## config.mk

```make
export PLATFORM = sky130hd
export DESIGN_NAME = mem_wb_stage
export DESIGN_NICKNAME = d
export VERILOG_FILES = /design/src/rtl/riscv_pkg.sv /design/src/rtl/wb_result_mux.sv /design/src/rtl/mem_wb_stage.sv
export SDC_FILE = /design/constraint.sdc
export NUM_CORES = 1
export LEC_CHECK = 0
export ABC_AREA = 0
export CAP_MARGIN = 10
export CORE_MARGIN = 2
export CORE_UTILIZATION = 42
export DETAILED_ROUTE_END_ITERATION = 8
export HOLD_SLACK_MARGIN = 0.03
export PLACE_DENSITY_LB_ADDON = 0.05
export SETUP_SLACK_MARGIN = 0.4
export SLEW_MARGIN = 0
export SYNTH_ARGS = -nofsm -noshare
export SYNTH_HDL_FRONTEND = slang
export SYNTH_SLANG_ARGS = --single-unit
export TNS_END_PERCENT = 20
```

## constraint.sdc

```tcl
create_clock -name clk -period 1.84 [get_ports clk]
set_clock_uncertainty 0.2 [all_clocks]
set_input_delay 0.184 -clock clk [delete_from_list [all_inputs] [get_ports clk]]
set_output_delay 0.184 -clock clk [all_outputs]
set_load 0.01 [all_outputs]
```

## src/rtl/riscv_pkg.sv

```systemverilog
// Shared RV32I core definitions.
//   result_src_t   : writeback result source select (ALU / load data / PC+4 / immediate)
//   REG_ADDR_WIDTH : architectural register index width
package riscv_pkg;

    localparam int unsigned REG_ADDR_WIDTH = 5;

    typedef enum logic [1:0] {
        RES_ALU = 2'b00,
        RES_MEM = 2'b01,
        RES_PC4 = 2'b10,
        RES_IMM = 2'b11
    } result_src_t;

endpackage

```

## src/rtl/wb_result_mux.sv

```systemverilog
// Writeback result select: purely combinational 4:1 mux on result_src_t.
// Reusable wherever a WB-stage value has to be reconstructed (e.g. forwarding).
// Ports:
//   sel_i    : result source select
//   alu_i    : ALU result
//   mem_i    : load data (already extended)
//   pc4_i    : PC+4 link value
//   imm_i    : extended immediate (LUI)
//   result_o : selected value
module wb_result_mux
    import riscv_pkg::*;
#(
    parameter int unsigned DATA_WIDTH = 32
) (
    input  result_src_t           sel_i,
    input  logic [DATA_WIDTH-1:0] alu_i,
    input  logic [DATA_WIDTH-1:0] mem_i,
    input  logic [DATA_WIDTH-1:0] pc4_i,
    input  logic [DATA_WIDTH-1:0] imm_i,
    output logic [DATA_WIDTH-1:0] result_o
);

    always_comb begin
        result_o = alu_i;
        unique case (sel_i)
            RES_ALU: result_o = alu_i;
            RES_MEM: result_o = mem_i;
            RES_PC4: result_o = pc4_i;
            RES_IMM: result_o = imm_i;
            default: result_o = alu_i;
        endcase
    end

endmodule

```

## src/rtl/mem_wb_stage.sv

```systemverilog
// MEM/WB pipeline register plus writeback result select.
// Captures MEM-stage data and control each cycle (flush > stall > load), selects the
// writeback value from registered fields only, and qualifies the register-file write.
// Optional: define MEM_WB_INSTRET_EN to build the 64-bit retired-instruction counter;
// without it InstretW_o is tied to 0.
// Ports:
//   clk, rst_n                    : clock, asynchronous active-low reset
//   StallW_i, FlushW_i            : hazard-unit hold / bubble requests
//   ValidM_i .. ResultSrcM_i      : MEM-stage slot contents
//   ResultW_o                     : writeback value, also the WB forwarding source
//   RdW_o                         : writeback destination (x0 passed through)
//   RegWriteW_o                   : write enable, suppressed for bubbles and x0
//   ValidW_o                      : WB slot holds a real instruction
//   InstretW_o                    : retired-instruction count
module mem_wb_stage
    import riscv_pkg::*;
#(
    parameter int unsigned DATA_WIDTH     = 32,
    parameter int unsigned REG_ADDR_WIDTH = riscv_pkg::REG_ADDR_WIDTH
) (
    input  logic                      clk,
    input  logic                      rst_n,
    input  logic                      StallW_i,
    input  logic                      FlushW_i,
    input  logic                      ValidM_i,
    input  logic [DATA_WIDTH-1:0]     ALUResultM_i,
    input  logic [DATA_WIDTH-1:0]     RDM_i,
    input  logic [DATA_WIDTH-1:0]     PCPlus4M_i,
    input  logic [DATA_WIDTH-1:0]     ImmExtM_i,
    input  logic [REG_ADDR_WIDTH-1:0] RdM_i,
    input  logic                      RegWriteM_i,
    input  logic [1:0]                ResultSrcM_i,
    output logic [DATA_WIDTH-1:0]     ResultW_o,
    output logic [REG_ADDR_WIDTH-1:0] RdW_o,
    output logic                      RegWriteW_o,
    output logic                      ValidW_o,
    output logic [63:0]               InstretW_o
);

    logic                      valid_q,    valid_d;
    logic                      regwrite_q, regwrite_d;
    logic [REG_ADDR_WIDTH-1:0] rd_q,       rd_d;
    result_src_t               src_q,      src_d;
    logic [DATA_WIDTH-1:0]     alu_q,      alu_d;
    logic [DATA_WIDTH-1:0]     mem_q,      mem_d;
    logic [DATA_WIDTH-1:0]     pc4_q,      pc4_d;
    logic [DATA_WIDTH-1:0]     imm_q,      imm_d;

    always_comb begin
        valid_d    = valid_q;
        regwrite_d = regwrite_q;
        rd_d       = rd_q;
        src_d      = src_q;
        alu_d      = alu_q;
        mem_d      = mem_q;
        pc4_d      = pc4_q;
        imm_d      = imm_q;
        if (FlushW_i) begin
            valid_d    = 1'b0;
            regwrite_d = 1'b0;
            rd_d       = '0;
            src_d      = RES_ALU;
            alu_d      = '0;
            mem_d      = '0;
            pc4_d      = '0;
            imm_d      = '0;
        end else if (!StallW_i) begin
            valid_d    = ValidM_i;
            regwrite_d = RegWriteM_i;
            rd_d       = RdM_i;
            src_d      = result_src_t'(ResultSrcM_i);
            alu_d      = ALUResultM_i;
            mem_d      = RDM_i;
            pc4_d      = PCPlus4M_i;
            imm_d      = ImmExtM_i;
        end
    end

    always_ff @(posedge clk or negedge rst_n) begin
        if (!rst_n) begin
            valid_q    <= 1'b0;
            regwrite_q <= 1'b0;
            rd_q       <= '0;
            src_q      <= RES_ALU;
            alu_q      <= '0;
            mem_q      <= '0;
            pc4_q      <= '0;
            imm_q      <= '0;
        end else begin
            valid_q    <= valid_d;
            regwrite_q <= regwrite_d;
            rd_q       <= rd_d;
            src_q      <= src_d;
            alu_q      <= alu_d;
            mem_q      <= mem_d;
            pc4_q      <= pc4_d;
            imm_q      <= imm_d;
        end
    end

    wb_result_mux #(
        .DATA_WIDTH(DATA_WIDTH)
    ) u_result_mux (
        .sel_i    (src_q),
        .alu_i    (alu_q),
        .mem_i    (mem_q),
        .pc4_i    (pc4_q),
        .imm_i    (imm_q),
        .result_o (ResultW_o)
    );

    assign RdW_o       = rd_q;
    assign ValidW_o    = valid_q;
    assign RegWriteW_o = regwrite_q & valid_q & (rd_q != '0);

`ifdef MEM_WB_INSTRET_EN
    logic [63:0] instret_q;

    // The WB occupant leaves whenever the register is not held; a flush evicts it
    // even under stall, so it still counts.
    always_ff @(posedge clk or negedge rst_n) begin
        if (!rst_n) begin
            instret_q <= '0;
        end else if (valid_q && (FlushW_i || !StallW_i)) begin
            instret_q <= instret_q + 64'd1;
        end
    end

    assign InstretW_o = instret_q;
`else
    assign InstretW_o = '0;
`endif

endmodule
```

# Yosys cells after proc, flatten, opt, wreduce, memory -nomap -nowiden
# Index checks and enable logic that the tools add are counted.
[word_totals]
reg_bits = 137
inputBits = 141
word_cells = 33
[classes]
eq_ne = 4
muxes = 17
n_bitwise = 2
reduce_logical = 2
[op_table]
columns = ["operator", "n"]
rows = [
  ["32-bit 2-to-1 mux", 8],
  ["32-bit case mux with 4 select lines", 1],
  ["5-bit 2-to-1 mux", 2],
  ["5-bit nonzero test", 1],
  ["2-bit equality test, second input constant", 2],
  ["1-bit 2-to-1 mux", 4],
  ["2-bit 2-to-1 mux", 2],
  ["1-bit bitwise AND", 2],
  ["2-bit by 1-bit equality test with 1-bit output, second input constant", 1],
  ["2-bit logical NOT", 1],
  ["2-bit by 1-bit inequality test with 1-bit output, second input constant", 1],
]

# Logic depth before layout (Yosys ltp)
[depth]
ltp_word = 2
mapped_depth = 4
mapped_depth_nobuf = 2

# Modules after synthesis
# A second synthesis with hierarchy kept.
[unflattened]
hier_cells = 547
area_unflattened_um2 = 6990.5
[by_module_without_submodules]
columns = ["mod", "instances", "cells_each", "area_each_um2", "seq_area_each_um2"]
rows = [
  ["mem_wb_stage", 1, 508, 6175.9, 3428.3],
  ["wb_result_mux", 1, 39, 814.5, 0.0],
]

# Least setup slack after synthesis
# OpenSTA, ideal clock, no wires.
[synth_path]
path_kind = "register to output"
startpoint = "reg src_q[0]"
endpoint = "out ResultW_o[0]"
arrival_ns = 1.131
path_slack_ns = 0.325
stages_incl_launch_ff = 4
cell_sequence = "dfrtp_1 buf_6 buf_12 mux4_2"
[synth_between]
elab_chain_cells = 2
word_cells_on_any_way = 5
classes_between = "eq/ne: 3; mux: 1; reduce/logical: 1"
[synth_rtl]
columns = ["item", "line_no", "source"]
rows = [
  ["from (decl)", "mem_wb_stage.sv:43", "result_src_t src_q, src_d;"],
  ["from (signal assigned)", "mem_wb_stage.sv:93", "src_q <= src_d;"],
  ["2-bit equality test, or another cell as far along", "wb_result_mux.sv:25", "unique case (sel_i)"],
  ["32-bit case mux with 4 select lines *", "wb_result_mux.sv:25", ""],
  ["to (decl)", "mem_wb_stage.sv:33", "output logic [DATA_WIDTH-1:0] ResultW_o,"],
]
# Every way passes the cells marked *; elsewhere a longest branch is shown, timed or not.

# Worst setup path in the final report
[layout_path]
startpoint = "reg src_q[0]"
endpoint = "out ResultW_o[17]"
# Same word-level chain as after synthesis.

==> impl_metrics.json <==
{
  "outcome": "finished, violations left",
  "violations": "negative setup slack",
  "grt_max_degree": 55,
  "crit_path_max_fanout": 5,
  "netlist_instances": 548,
  "cts_max_level": 4,
  "drc": 0,
  "area_growth_pct": 39.5,
  "antenna_cells": 0,
  "hpwl_microns": 11000,
  "cts_made_buffers": 17,
  "numPortBuffers": 179,
  "track_usage": 0.194,
  "antenna_found_initial": 0,
  "path_class": "register to output port",
  "crit_chain": "buf_12 > buf_12 > buf_12 > mux4_2 > buf_6",
  "p_clk_frac": 0.427,
  "worstPathRequired_ns": 1.46,
  "max_stage_delay_ns": 0.51,
  "holdCritPathClass": "input port to register",
  "clock_latency_ns": 0.41,
  "swShare": 0.234,
  "slowest_stage": "mux4_2",
  "fin_ws_ns": -0.360,
  "grt_pass1_wl_microns": 26500,
  "hold_ws_ns": 0.0649,
  "grt_setup_unrepaired": "yes",
  "synthesis.area_sq_mm": 0.00680,
  "layout_common_cells": "137 x mux2i_1, 137 x nor2_1, 137 x clkdlybuf4s50_1, 135 x dfrtp_1, 64 x conb_1",
  "gr-total-overflow": 0,
  "syn_area_per_cell_sq_um": 12.4,
  "critPathLaunchType": "register",
  "cts_tree": "done",
  "die_w_microns": 131,
  "power_density_mw_per_mm2": 845,
  "power_frac_seq": 0.409,
  "final_cells": 970,
  "yosys.cell_types.count": 13,
  "post_drt_via_cell_ratio": 4.67,
  "rows": 46,
  "synth_xor_area_frac": 0,
  "die_area_sq_mm": 0.0172,
  "fin_crit_ns": 2.20,
  "max_clock_freq_mhz": 454,
  "routabilityCongestion": 0.796,
  "io_pins": 244,
  "die_height_microns": 131,
  "cpMostUsedCell": "buf_12",
  "wl_per_cell_microns": 16.4,
  "synth-compound-area-share": 0.00147,
  "slew_viol_final": 0,
  "coreArea_sq_mm": 0.0159,
  "synthAdderAreaFrac": 0,
  "comb_power_share": 0.164,
  "setup_violations": 33,
  "power.net_switching_mw": 1.87,
  "path_clk_slew_ns": 0.06,
  "placed_area_sq_mm": 0.00868,
  "nNetsFinal": 882,
  "p_leak_nw": 4.63,
  "initial_core_util": 0.428,
  "ant_nets": 0,
  "vias": 4530,
  "synth-seq-area-share": 0.504,
  "drive_gt1_frac": 0.182,
  "maxCapViolations": 0,
  "p_total_mw": 8.02,
  "ys_warn_count": 0,
  "cts_sinks": 137,
  "ys_ff_latch": 137,
  "cts-root-buf": "clkbuf_16",
  "grt_pass1_vias": 4836,
  "muxShareOfSynthArea": 0.309,
  "synth-simple-area-share": 0.0765,
  "final-hold-violation-count": 0,
  "synth_top_family_by_area": "multiplexers",
  "wl_microns": 15900,
  "first_pass_iters": 4,
  "end_kind": "output port",
  "finalCritPeriodShare": 1.20,
  "internal_power_mw": 6.14,
  "cp.arrival_ns": 1.82,
  "crit_family": "multiplexers",
  "first_iter_violations": 247,
  "path_buf_inv": 4,
  "irDropWorstVdd_v": 0.000628,
  "dpl.cell_count": 927,
  "clockBufferDepth": 2,
  "stdcell_area_sq_mm": 0.00949
}
-- flip-flops by register name, summed over array words and instances, names as in the netlist --
| signal | flops |
|---|---|
| RdW_o | 5 |
| mem_q | 32 |
| regwrite_q | 1 |
| imm_q | 32 |
| pc4_q | 32 |
| src_q | 2 |
| ValidW_o | 1 |
| alu_q | 32 |
-- power by group through the flow --
stage | Sequential, mW | Combinational (mW) | Clock, mW
after floorplan | 3.30 | 0.729 | 0
after global placement | 3.33 | 1.23 | 0
after detailed placement | 3.33 | 1.25 | 0
after CTS | 3.28 | 1.28 | 3.51
after global routing | 3.30 | 1.42 | 3.66
final | 3.28 | 1.31 | 3.42
-- worst reg2reg max path: stages, from the launching register on --
cell and delay, ns:
dfrtp_2 0.44, buf_12 0.14, buf_12 0.13, mux2i_1 0.13, nor2_1 0.06
-- layout make-up --
class	instances	area, sq um
sequential	137	3430
clock buffer	25	515
timing repair buffer	213	2320
multi-input combinational	372	2870
tap	216	270
fill	1362	6390
clock inverter	7	87.6
-- logic make-up after synthesis --
logic type | count (synthesis)
buffers and inverters | 102
other | 1
DFF | 137
muxes | 169
and+or+nand+nor | 138
AOI/OAI and AO/OA | 1
-- synthesized netlist by cell type (all sizes together) --
library cell	instances	area, sq um
nor2	137	514
dfrtp	137	3430
o311a	1	10.0
conb	1	3.75
or3	1	6.26
buf	87	682
mux2i	137	1370
mux4	32	732
clkbuf	15	56.3
-- routing by layer --
layer / wire length [microns] / up-vias / GRT usage / part of all wire
li1: - / 2137 / - / -
met3: 1130 / 7 / 0.0733 / 0.071
met1: 7200 / 2254 / 0.264 / 0.45
met4: 85 / 0 / 0.0435 / 0.0054
met2: 7450 / 132 / 0.297 / 0.47
met5: 0 / - / 0 / 0
-- timing repair --
item,in CTS,in global routing
setup buffers,5,2
gates resized for setup,184,20
hold buffers,2,0
gates cloned,2,0
endpoints found under the hold margin,169,0
endpoints found under the setup margin,39,136
-- worst paths after layout --
kind | from | endpoint | slack (ns) | cells after the start
setup / recovery | src_q[0] | ResultW_o[17] | -0.36 | 5
max in group asynchronous | rst_n | imm_q[17] | 0.81 | 3
min in group asynchronous | rst_n | alu_q[23] | 0.07 | 2
hold / removal | StallW_i | mem_q[26] | 0.06 | 3
hold reg to reg | imm_q[9] | imm_q[9] | 0.32 | 2
setup reg to reg | src_q[0] | src_q[0] | 0.61 | 4
-- per-stage QoR --
step / setup WS [ns] / TNS [ns] / util
after floorplan: 0.325 / 0 / -
after global placement: -0.244 / -6.45 / 0.546
after detailed placement: -0.279 / -7.07 / 0.546
after CTS: -0.472 / -11.64 / 0.590
after global routing: -0.429 / -11.78 / 0.597
final: -0.360 / -9.77 / 0.597
(Power assumes the default switching activity.)
